--- src/rtl/axi_arb_pkg.sv ---
`default_nettype none
// ============================================================================
// Module      : axi_arb_pkg
// Description : Shared types for the two-master AXI read-address arbiter:
//               FSM state encoding, master index type and the default
//               address tag that selects slave S1.
// Ports       : none (package)
// Revision    : 1.0 - initial release
// ============================================================================
package axi_arb_pkg;

  typedef enum logic [1:0] {
    ST_IDLE = 2'd0,
    ST_ADDR = 2'd1,
    ST_DATA = 2'd2
  } state_t;

  typedef enum logic {
    MST_M0 = 1'b0,
    MST_M1 = 1'b1
  } mst_t;

  localparam logic [15:0] S1_TAG_DEFAULT = 16'h0001;

endpackage : axi_arb_pkg
`default_nettype wire

--- src/rtl/read_arbiter_if.sv ---
`default_nettype none
// ============================================================================
// Module      : read_arbiter_if
// Description : Bundle of the master AR requests, the selected-slave AR/R
//               handshake and the arbiter status outputs.
// Modports    : slave  - arbiter side (requests/handshakes in, status out)
//               master - environment side (drives requests/handshakes)
// Revision    : 1.0 - initial release
// ============================================================================
interface read_arbiter_if #(
  parameter int ADDR_W = 32,
  parameter int LEN_W  = 4
) ();

  logic              arvalid_m0;
  logic              arvalid_m1;
  logic [ADDR_W-1:0] araddr_m0;
  logic [ADDR_W-1:0] araddr_m1;
  logic [LEN_W-1:0]  arlen_m0;
  logic [LEN_W-1:0]  arlen_m1;
  logic              arready_s;
  logic              rvalid_s;
  logic              rready_m;
  logic              rlast_s;
  logic [1:0]        gnt;
  logic              sel_s1;
  logic              busy;
  logic [LEN_W-1:0]  beat_cnt;
  logic              len_err;

  modport slave (
    input  arvalid_m0, arvalid_m1, araddr_m0, araddr_m1, arlen_m0, arlen_m1,
    input  arready_s, rvalid_s, rready_m, rlast_s,
    output gnt, sel_s1, busy, beat_cnt, len_err
  );

  modport master (
    output arvalid_m0, arvalid_m1, araddr_m0, araddr_m1, arlen_m0, arlen_m1,
    output arready_s, rvalid_s, rready_m, rlast_s,
    input  gnt, sel_s1, busy, beat_cnt, len_err
  );

endinterface : read_arbiter_if
`default_nettype wire

--- src/rtl/read_beat_counter.sv ---
`default_nettype none
// ============================================================================
// Module      : read_beat_counter
// Description : Counts accepted R beats of the current burst, holds the
//               granted burst length and flags RLAST/length mismatches.
// Ports       : clk, rst      - clock, synchronous active-high reset
//               i_load, i_len - latch burst length (on grant)
//               i_clear       - zero the beat count (on AR handshake)
//               i_beat        - R handshake accepted in DATA
//               i_last        - RLAST of that handshake
//               o_beat_cnt    - beats accepted so far (saturating)
//               o_len_err     - one-cycle mismatch pulse
// Revision    : 1.0 - initial release
// ============================================================================
module read_beat_counter #(
  parameter int LEN_W = 4
) (
  input  wire logic             clk,
  input  wire logic             rst,
  input  wire logic             i_load,
  input  wire logic [LEN_W-1:0] i_len,
  input  wire logic             i_clear,
  input  wire logic             i_beat,
  input  wire logic             i_last,
  output logic      [LEN_W-1:0] o_beat_cnt,
  output logic                  o_len_err
);

  localparam logic [LEN_W-1:0] C_CNT_MAX = {LEN_W{1'b1}};

  logic [LEN_W-1:0] r_cnt;
  logic [LEN_W-1:0] r_len;
  logic             r_len_err;

  // The count seen here is the number of beats before the current one, so
  // the final beat of a well-formed burst arrives when r_cnt equals arlen.
  always_ff @(posedge clk) begin
    if (rst) begin
      r_cnt     <= '0;
      r_len     <= '0;
      r_len_err <= 1'b0;
    end else begin
      r_len_err <= i_beat && (i_last != (r_cnt == r_len));
      if (i_load) begin
        r_len <= i_len;
      end
      if (i_clear) begin
        r_cnt <= '0;
      end else if (i_beat && (r_cnt != C_CNT_MAX)) begin
        r_cnt <= r_cnt + 1'b1;
      end
    end
  end

  assign o_beat_cnt = r_cnt;
  assign o_len_err  = r_len_err;

endmodule : read_beat_counter
`default_nettype wire

--- src/rtl/read_arbiter.sv ---
`default_nettype none
// ============================================================================
// Module      : read_arbiter
// Description : Two-master AXI read arbiter. Grants one master from IDLE,
//               routes it to S0/S1 by address tag, waits for the AR
//               handshake, then tracks R beats until RLAST. Simultaneous
//               requests alternate via a priority bit.
// Ports       : clk - clock; rst - synchronous active-high reset
//               bus - read_arbiter_if.slave (requests, handshakes, status)
// Revision    : 1.0 - initial release
// ============================================================================
module read_arbiter
  import axi_arb_pkg::*;
#(
  parameter int          ADDR_W = 32,
  parameter int          LEN_W  = 4,
  parameter logic [15:0] S1_TAG = S1_TAG_DEFAULT
) (
  input wire logic      clk,
  input wire logic      rst,
  read_arbiter_if.slave bus
);

  state_t     r_state;
  logic [1:0] r_gnt;
  logic       r_sel_s1;
  mst_t       r_prio;
  mst_t       r_gidx;

  state_t           w_state_nxt;
  logic [1:0]       w_gnt_nxt;
  logic             w_sel_nxt;
  mst_t             w_prio_nxt;
  mst_t             w_gidx_nxt;
  mst_t             w_winner;
  logic [LEN_W-1:0] w_len_sel;
  logic             w_grant;
  logic             w_ar_hs;
  logic             w_beat;
  logic             w_gnt_valid;

  // Only the tag field takes part in routing.
  wire w_unused_addr = ^{bus.araddr_m0[15:0], bus.araddr_m1[15:0]};

  assign w_gnt_valid = (r_gidx == MST_M1) ? bus.arvalid_m1 : bus.arvalid_m0;

  always_comb begin
    w_state_nxt = r_state;
    w_gnt_nxt   = r_gnt;
    w_sel_nxt   = r_sel_s1;
    w_prio_nxt  = r_prio;
    w_gidx_nxt  = r_gidx;
    w_winner    = MST_M0;
    w_len_sel   = bus.arlen_m0;
    w_grant     = 1'b0;
    w_ar_hs     = 1'b0;
    w_beat      = 1'b0;
    case (r_state)
      ST_IDLE: begin
        if (bus.arvalid_m0 || bus.arvalid_m1) begin
          if (bus.arvalid_m0 && bus.arvalid_m1) begin
            w_winner = r_prio;
          end else if (bus.arvalid_m1) begin
            w_winner = MST_M1;
          end else begin
            w_winner = MST_M0;
          end
          w_grant     = 1'b1;
          w_state_nxt = ST_ADDR;
          w_gidx_nxt  = w_winner;
          if (w_winner == MST_M1) begin
            w_gnt_nxt = 2'b10;
            w_sel_nxt = (bus.araddr_m1[31:16] == S1_TAG);
            w_len_sel = bus.arlen_m1;
          end else begin
            w_gnt_nxt = 2'b01;
            w_sel_nxt = (bus.araddr_m0[31:16] == S1_TAG);
            w_len_sel = bus.arlen_m0;
          end
        end
      end
      ST_ADDR: begin
        // A dropped arvalid simply parks here; the grant is not revoked.
        if (w_gnt_valid && bus.arready_s) begin
          w_ar_hs     = 1'b1;
          w_state_nxt = ST_DATA;
        end
      end
      ST_DATA: begin
        w_beat = bus.rvalid_s && bus.rready_m;
        // Only RLAST ends the burst, even when the length disagrees.
        if (w_beat && bus.rlast_s) begin
          w_state_nxt = ST_IDLE;
          w_gnt_nxt   = 2'b00;
          w_prio_nxt  = (r_gidx == MST_M0) ? MST_M1 : MST_M0;
        end
      end
      default: begin
        w_state_nxt = ST_IDLE;
      end
    endcase
  end

  always_ff @(posedge clk) begin
    if (rst) begin
      r_state  <= ST_IDLE;
      r_gnt    <= 2'b00;
      r_sel_s1 <= 1'b0;
      r_prio   <= MST_M0;
      r_gidx   <= MST_M0;
    end else begin
      r_state  <= w_state_nxt;
      r_gnt    <= w_gnt_nxt;
      r_sel_s1 <= w_sel_nxt;
      r_prio   <= w_prio_nxt;
      r_gidx   <= w_gidx_nxt;
    end
  end

  read_beat_counter #(
    .LEN_W (LEN_W)
  ) u_beat_counter (
    .clk        (clk),
    .rst        (rst),
    .i_load     (w_grant),
    .i_len      (w_len_sel),
    .i_clear    (w_ar_hs),
    .i_beat     (w_beat),
    .i_last     (bus.rlast_s),
    .o_beat_cnt (bus.beat_cnt),
    .o_len_err  (bus.len_err)
  );

  assign bus.gnt    = r_gnt;
  assign bus.sel_s1 = r_sel_s1;
  assign bus.busy   = (r_state != ST_IDLE);

endmodule : read_arbiter
`default_nettype wire

--- src/flat_wrapper.sv ---
// flat-port wrapper written by rule: the top's interface ports become plain ports
module read_arbiter_flat import axi_arb_pkg::*;
#(
  parameter int          ADDR_W = 32,
  parameter int          LEN_W  = 4,
  parameter logic [15:0] S1_TAG = S1_TAG_DEFAULT
)
  (clk, rst, bus_arvalid_m0, bus_arvalid_m1, bus_araddr_m0, bus_araddr_m1, bus_arlen_m0, bus_arlen_m1, bus_arready_s, bus_rvalid_s, bus_rready_m, bus_rlast_s, bus_gnt, bus_sel_s1, bus_busy, bus_beat_cnt, bus_len_err);
  read_arbiter_if #(.ADDR_W(ADDR_W), .LEN_W(LEN_W)) bus_i ();
  input wire logic clk;
  input wire logic rst;
  input wire logic [$bits(bus_i.arvalid_m0)-1:0] bus_arvalid_m0;
  input wire logic [$bits(bus_i.arvalid_m1)-1:0] bus_arvalid_m1;
  input wire logic [$bits(bus_i.araddr_m0)-1:0] bus_araddr_m0;
  input wire logic [$bits(bus_i.araddr_m1)-1:0] bus_araddr_m1;
  input wire logic [$bits(bus_i.arlen_m0)-1:0] bus_arlen_m0;
  input wire logic [$bits(bus_i.arlen_m1)-1:0] bus_arlen_m1;
  input wire logic [$bits(bus_i.arready_s)-1:0] bus_arready_s;
  input wire logic [$bits(bus_i.rvalid_s)-1:0] bus_rvalid_s;
  input wire logic [$bits(bus_i.rready_m)-1:0] bus_rready_m;
  input wire logic [$bits(bus_i.rlast_s)-1:0] bus_rlast_s;
  output wire logic [$bits(bus_i.gnt)-1:0] bus_gnt;
  output wire logic [$bits(bus_i.sel_s1)-1:0] bus_sel_s1;
  output wire logic [$bits(bus_i.busy)-1:0] bus_busy;
  output wire logic [$bits(bus_i.beat_cnt)-1:0] bus_beat_cnt;
  output wire logic [$bits(bus_i.len_err)-1:0] bus_len_err;
  assign bus_i.arvalid_m0 = bus_arvalid_m0;
  assign bus_i.arvalid_m1 = bus_arvalid_m1;
  assign bus_i.araddr_m0 = bus_araddr_m0;
  assign bus_i.araddr_m1 = bus_araddr_m1;
  assign bus_i.arlen_m0 = bus_arlen_m0;
  assign bus_i.arlen_m1 = bus_arlen_m1;
  assign bus_i.arready_s = bus_arready_s;
  assign bus_i.rvalid_s = bus_rvalid_s;
  assign bus_i.rready_m = bus_rready_m;
  assign bus_i.rlast_s = bus_rlast_s;
  assign bus_gnt = bus_i.gnt;
  assign bus_sel_s1 = bus_i.sel_s1;
  assign bus_busy = bus_i.busy;
  assign bus_beat_cnt = bus_i.beat_cnt;
  assign bus_len_err = bus_i.len_err;
  read_arbiter #(.ADDR_W(ADDR_W), .LEN_W(LEN_W), .S1_TAG(S1_TAG)) u_core (.clk(clk), .rst(rst), .bus(bus_i));
endmodule
--- config.mk ---
export PLATFORM = sky130hd
export DESIGN_NAME = read_arbiter_flat
export DESIGN_NICKNAME = d
export VERILOG_FILES = /design/src/rtl/axi_arb_pkg.sv /design/src/rtl/read_arbiter_if.sv /design/src/rtl/read_beat_counter.sv /design/src/rtl/read_arbiter.sv /design/src/flat_wrapper.sv
export SDC_FILE = /design/constraint.sdc
export NUM_CORES = 1
export LEC_CHECK = 0
export CORE_MARGIN = 1
export CORE_UTILIZATION = 30
export DETAILED_ROUTE_END_ITERATION = 8
export GPL_ROUTABILITY_DRIVEN = 0
export GPL_TIMING_DRIVEN = 1
export MAX_ROUTING_LAYER = met4
export PLACE_DENSITY = 0.81
export SKIP_LAST_GASP = 1
export SYNTH_ARGS = -nofsm -noshare
export SYNTH_HDL_FRONTEND = slang
export SYNTH_HIERARCHICAL = 1
export SYNTH_SLANG_ARGS = --single-unit
--- constraint.sdc ---
create_clock -name clk -period 3.7 [get_ports clk]
set_input_delay 0.37 -clock clk [delete_from_list [all_inputs] [get_ports clk]]
set_output_delay 0.37 -clock clk [all_outputs]
set_load 0.02 [all_outputs]
==> results of run 1 <==
-- per-stage QoR --
step | util | setup WS [ps] | std cells | hold slack [ps] | total power, mW
final | 0.547 | 1880 | 189 | 468 | 0.419
after global routing | 0.547 | 1810 | 189 | 497 | 0.439
after CTS | 0.547 | 1870 | 189 | 473 | 0.421
after detailed placement | 0.534 | 1610 | 185 | 460 | 0.309
after global placement | 0.534 | 1680 | 185 | 451 | 0.305
after floorplan | - | 2280 | 100 | 442 | 0.240
-- cell families (layout without fill, tap and decap cells) --
family / after synthesis / in the layout / share of synthesized area
xor gates and xnor gates: 4 / 4 / 0.0381
and+or+nand+nor: 45 / 45 / 0.328
buffers and inverters: 6 / 64 / 0.0245
AOI/OAI and AO/OA: 18 / 18 / 0.131
adders and majority gates: 1 / 1 / 0.0136
muxes: 10 / 10 / 0.116
DFF: 16 / 16 / 0.349
-- path summary, 6_finish.rpt --
kind | endpoint | from | slack, ps | cells after the start
worst max register to register | u_core/u_beat_counter/o_beat_cnt[3] | u_core/r_gidx | 2120 | 5
worst max-delay path | bus_busy | u_core/r_state[1] | 1880 | 3
worst min register to register | u_core/bus.gnt[1] | u_core/bus.gnt[1] | 470 | 2
worst min-delay path | u_core/bus.gnt[1] | u_core/bus.gnt[1] | 470 | 2
-- worst max-delay path: cells and delay by family (launching register included) --
kind          cells  cell delay (ps)
buf+inv           2              650
flops             1              440
simple gates      1               80
-- power by group through the flow --
stage	clock network, mW	registers, mW	logic, mW
finish	0.115	0.188	0.116
global route	0.123	0.189	0.126
CTS	0.116	0.188	0.117
detailed placement	0	0.192	0.117
global placement	0	0.192	0.114
floorplan	0	0.193	0.0471
-- cell usage after synthesis, types with 2 or more instances --
cell / number
nor4_1: 6
mux2_1: 4
nand3_1: 5
nand2b_1: 2
dfxtp_1: 16
xor2_1: 4
mux2i_1: 5
inv_1: 3
nand2_1: 5
o31ai_1: 3
nand3b_1: 4
nor2_1: 8
o21ai_0: 2
clkbuf_1: 2
a21oi_1: 7
or3_1: 3
-- area by class of cell --
cell class,count,area [um^2],area share
Timing Repair Buffer,56,561,0.362
Sequential cell,16,320,0.207
Multi-Input combinational cell,78,576,0.372
Clock buffer,4,36.3,0.0235
Tap cell,31,38.8,0.0251
Inverter,4,15.0,0.00971
-- per-layer routing --
metal | track usage | wire length (um) | up-vias
met2 | 0.301 | 1270 | 37
li1 | - | - | 484
met5 | - | 0 | -
met4 | 0.0523 | 29 | 0
met1 | 0.149 | 876 | 456
met3 | 0.0454 | 215 | 4
-- sequential cells by signal, indices dropped and copies added (netlist names) --
register / cells
u_core/bus.gnt: 2
u_core/bus.sel_s1: 1
u_core/r_gidx: 1
u_core/r_prio: 1
u_core/r_state: 2
u_core/u_beat_counter/o_beat_cnt: 4
u_core/u_beat_counter/o_len_err: 1
u_core/u_beat_counter/r_len: 4
-- cells in the final DEF (no fill, tap or decap), types with 2 or more instances in the layout --
| cell | instances |
|---|---|
| nand2_1 | 5 |
| a21oi_1 | 7 |
| nand3_1 | 5 |
| clkbuf_4 | 3 |
| o21ai_0 | 2 |
| nand2b_1 | 2 |
| nand3b_1 | 4 |
| mux2_1 | 4 |
| dfxtp_1 | 16 |
| or3_1 | 3 |
| clkdlybuf4s50_1 | 56 |
| nor2_1 | 8 |
| mux2i_1 | 5 |
| o31ai_1 | 3 |
| xor2_1 | 4 |
| inv_1 | 3 |
| nor4_1 | 6 |
==> summary.txt, run 1 <==
Routing
  – WL per Instance: around 13 um
  – DRT Wirelength: between 2000 and 2500 um
  – DRC: 14
  – First-iteration detailed-routing DRC count: 21
  – Vias/cell: roughly 5.2
  – Final ANT Viol Nets: 0
  – Drt first pass iters: 6
  – Vias: between 900 and 1000

Die
  – Ports: ~90
  – Initial Util: 0.325
  – Die area: ~3300 um^2
  – Die Span Y: roughly 57 um
  – CORE AREA: around 2800 um^2
  – Die X: ~57 um
  – Row cnt: 19

Clock tree
  – CTS Buf Count: 3
  – Bufs on Longest Clock Path: 2
  – CTS clk-pin slew, worst paths: approximately 90 ps
  – Worst skew pair latency: ~280 ps
  – # hold bufs at CTS: 0
  – Post-CTS setup buffers: 0
  – Post_cts resized: 0
  – H-tree depth: 1
  – Sink Count: 16
  – Root Buffer: clkbuf_4
  – TritonCTS clock tree: done

Power
  – Sw frac: 0.250
  – Int Pwr: about 310 uW
  – Pwr dens: ~270 nW/um^2
  – Register share of total power: 0.449
  – Psw: 105 uW
  – Leak: approximately 0.57 nW
  – Combinational power share: 0.278
  – Clock power share: 0.274
  – Worst VDD drop: around 140 uV

STA
  – F_max: between 500 and 600 MHz
  – Crit path time final: approximately 1800 ps
  – Final Max Slew Viols: 0
  – Final hold vios: 0
  – RSZ-0062 raised after global routing: no
  – Slew @ Worst Pin: 553 ps
  – Slew margin rel.: 0.630
  – Post-route clock period utilization: 0.492
  – Final setup violation count: 0
  – Setup TNS: 0 ps
  – Max Clock Skew: between 3 and 4 ps

Synthesis
  – Post-synthesis register bit count: 16
  – Synth Flop Type: dfxtp_1
  – Post-synth net total: between 150 and 200
  – Async SR Flop Fraction: 0
  – Largest area contributor in the netlist: dfxtp_1
  – Post-synth EDFFs: 0
  – Post-Synthesis Cells: 100
  – Mapped Area: 918 um^2
  – Yosys warns: 6
  – Top cell type's share of synthesized area: 0.349
  – Sequential-to-total area share from yosys stat: 0.349
  – Largest cells by area after synthesis: dfxtp_1, mux2i_1, mux2_1
  – Synth cell types: 37
  – Syn Area/Cell: 9.18 um^2

Worst setup path
  – Data required, critical path: around 3300 ps
  – WP data arrival: 1450 ps
  – Highest net fanout along the worst path: 5
  – Slowest cell on crit path: clkdlybuf4s50_1
  – WS Path Type: reg2out
  – Critical path endpoint category: output pin
  – Max incr delay on CP: ~590 ps
  – Setup crit start kind: flop
  – Critical-path cell list: nor2_4, inv_1, clkdlybuf4s50_1

Global routing
  – Total gr overflow: 0
  – Number of global-route vias before repair: between 900 and 1000
  – Largest net degree at the start of global routing: 18
  – First-pass GRT wire length: 3910 um
  – GRT Total Usage: 0.157
  – Antenna violations before repair: 0

Finish
  – Share of post-route cells with drive strength above 1: 0.0949
  – Design Area, Final: ~1500 um^2
  – Diodes inserted: 0
  – Layout area overhead: 68.4%
  – Layout filler cell count: roughly 260
  – Final nets: 240

Status
  – Outcome: finished, violations left
  – Failing checks: DRC

Min path
  – HP Class: reg2reg

Placement
  – Placed instance area: between 1500 and 2000 um^2
  – Port Buffers: between 50 and 60
  – Hpwl dp: about 2000 um

Job
  – Max Cap Violations: 0
Power figures use the tool's default switching activity.
==> inputs of run 2 (changes only) <==
clock period = 1.85 ns   (was 3.7 ns; I/O delays follow)
==> summary.txt, run 2 (same netlist as run 1, synthesis figures left out) <==
Worst setup path
  – Reg-to-reg setup timing slack: 260 ps
  – WS Path Type: reg2out
  – Crit path max-delay family: buffers and inverters
  – WP data arrival: ~1500 ps
  – Setup crit start kind: flop
  – Slowest cell on crit path: clkdlybuf4s50_1
  – Max incr delay on CP: between 500 and 600 ps
  – Highest net fanout along the worst path: 5
  – Data required, critical path: around 1700 ps
  – Critical-path cell list: nor2_4, inv_1, clkdlybuf4s50_1
  – Crit Reg-Reg Startpoint: u_core/r_state[1]
  – Critical path endpoint category: output pin
  – Worst Path Buf+Inv: 2
  – Crit path from: u_core/r_state[1]

Finish
  – Design Area, Final: 1560 um^2
  – Layout area overhead: 69.3%
  – Share of post-route cells with drive strength above 1: 0.106
  – Final nets: 243
  – Commonest non-fill, non-tap cell in the layout: clkdlybuf4s50_1
  – Diodes inserted: 0
  – Most frequent cells in the layout: clkdlybuf4s50_1, dfxtp_1, nor2_1

Die
  – Initial Util: 0.325
  – Die area: approximately 3300 um^2
  – Ports: 89
  – Row cnt: 19
  – CORE AREA: about 2800 um^2
  – Die X: between 50 and 60 um
  – Die Span Y: between 50 and 60 um

Clock tree
  – # hold bufs at CTS: 0
  – CTS clk-pin slew, worst paths: 90 ps
  – Worst skew pair latency: approximately 290 ps
  – H-tree depth: 1
  – Sink Count: 16
  – Post_cts resized: 0
  – Post-CTS setup buffers: 0
  – CTS Buf Count: 3
  – TritonCTS clock tree: done
  – Bufs on Longest Clock Path: 2
  – Root Buffer: clkbuf_4

STA
  – Slew margin rel.: 0.719
  – Setup TNS: 0 ps
  – Slew @ Worst Pin: 420 ps
  – Hold_ws: ~460 ps
  – Max Clock Skew: ~2.9 ps
  – Crit path time final: 1650 ps
  – Final Max Slew Viols: 0
  – F_max: just over 600 MHz
  – Final setup violation count: 0
  – Post-route clock period utilization: 0.892
  – Final hold vios: 0
  – RSZ-0062 raised after global routing: no

Routing
  – WL per Instance: around 13 um
  – DRT Wirelength: 2550 um
  – DRC: 7
  – Vias: 987
  – Drt first pass iters: 7
  – Final ANT Viol Nets: 0
  – Vias/cell: 5.17
  – First-iteration detailed-routing DRC count: 33

Status
  – Failing checks: DRC
  – Outcome: finished, violations left

Power
  – Leak: around 0.58 nW
  – Worst VDD drop: ~170 uV
  – Pwr dens: just over 500 nW/um^2

Min path
  – HP Class: in2reg
  – Min-delay src: bus_araddr_m0[16]

Global routing
  – First-pass GRT wire length: ~4300 um
  – Number of global-route vias before repair: 1014
  – Total gr overflow: 0
  – Antenna violations before repair: 0
  – Largest net degree at the start of global routing: 13
  – GRT Total Usage: 0.176

Job
  – Max Cap Violations: 0

Placement
  – Placed instance area: approximately 1500 um^2
  – Port Buffers: between 50 and 60
  – Hpwl dp: between 2000 and 2500 um
-- run 2: cell count changes in the layout (fill, tap and decap cells not counted), sizes merged --
cell | before | now
buf | 0 | 3
clkbuf | 4 | 3
-- run 2: where the power goes --
part           leakage, nW  switching [mW]  internal (mW)  total (mW)
combinational        0.435          0.0890          0.153       0.242
clock               0.0138           0.110         0.0758       0.186
sequential           0.131          0.0145          0.362       0.377
-- run 2: worst min-delay path, stage by stage --
cell,delay [ps]
clkdlybuf4s50_1,400
nand2_1,70
o31ai_1,60
-- run 2: through the flow --
step	setup slack, ps	utilization	power, mW	std cells
finish	199	0.550	0.805	191
global placement	104	0.542	0.619	188
global route	123	0.550	0.844	191
CTS	192	0.550	0.813	191
detailed placement	53.4	0.542	0.628	188
floorplan	428	-	0.481	100
-- run 2: path summary, 6_finish.rpt --
path         depth (start not counted)                                   to
max                                  3                             bus_busy
max reg2reg                          5  u_core/u_beat_counter/o_beat_cnt[0]
min                                  3                    u_core/bus.sel_s1
min reg2reg                          2                        u_core/r_prio
-- run 2: metal layers --
layer / up-vias / wire length [um] / track usage / part of all wire
li1: 491 / - / - / -
met1: 449 / 947 / 0.177 / 0.37
met2: 39 / 1350 / 0.313 / 0.53
met3: 8 / 208 / 0.0363 / 0.081
met4: 0 / 51 / 0.105 / 0.020
met5: - / 0 / - / 0
-- run 2: area by class of cell --
class                   instances  area [um^2]
well taps                      31         38.8
fillers                       263         1270
inverters                       4         15.0
repair buffers                 59          583
clock buffers                   3         22.5
multi-input cells              78          576
flip-flops and latches         16          320
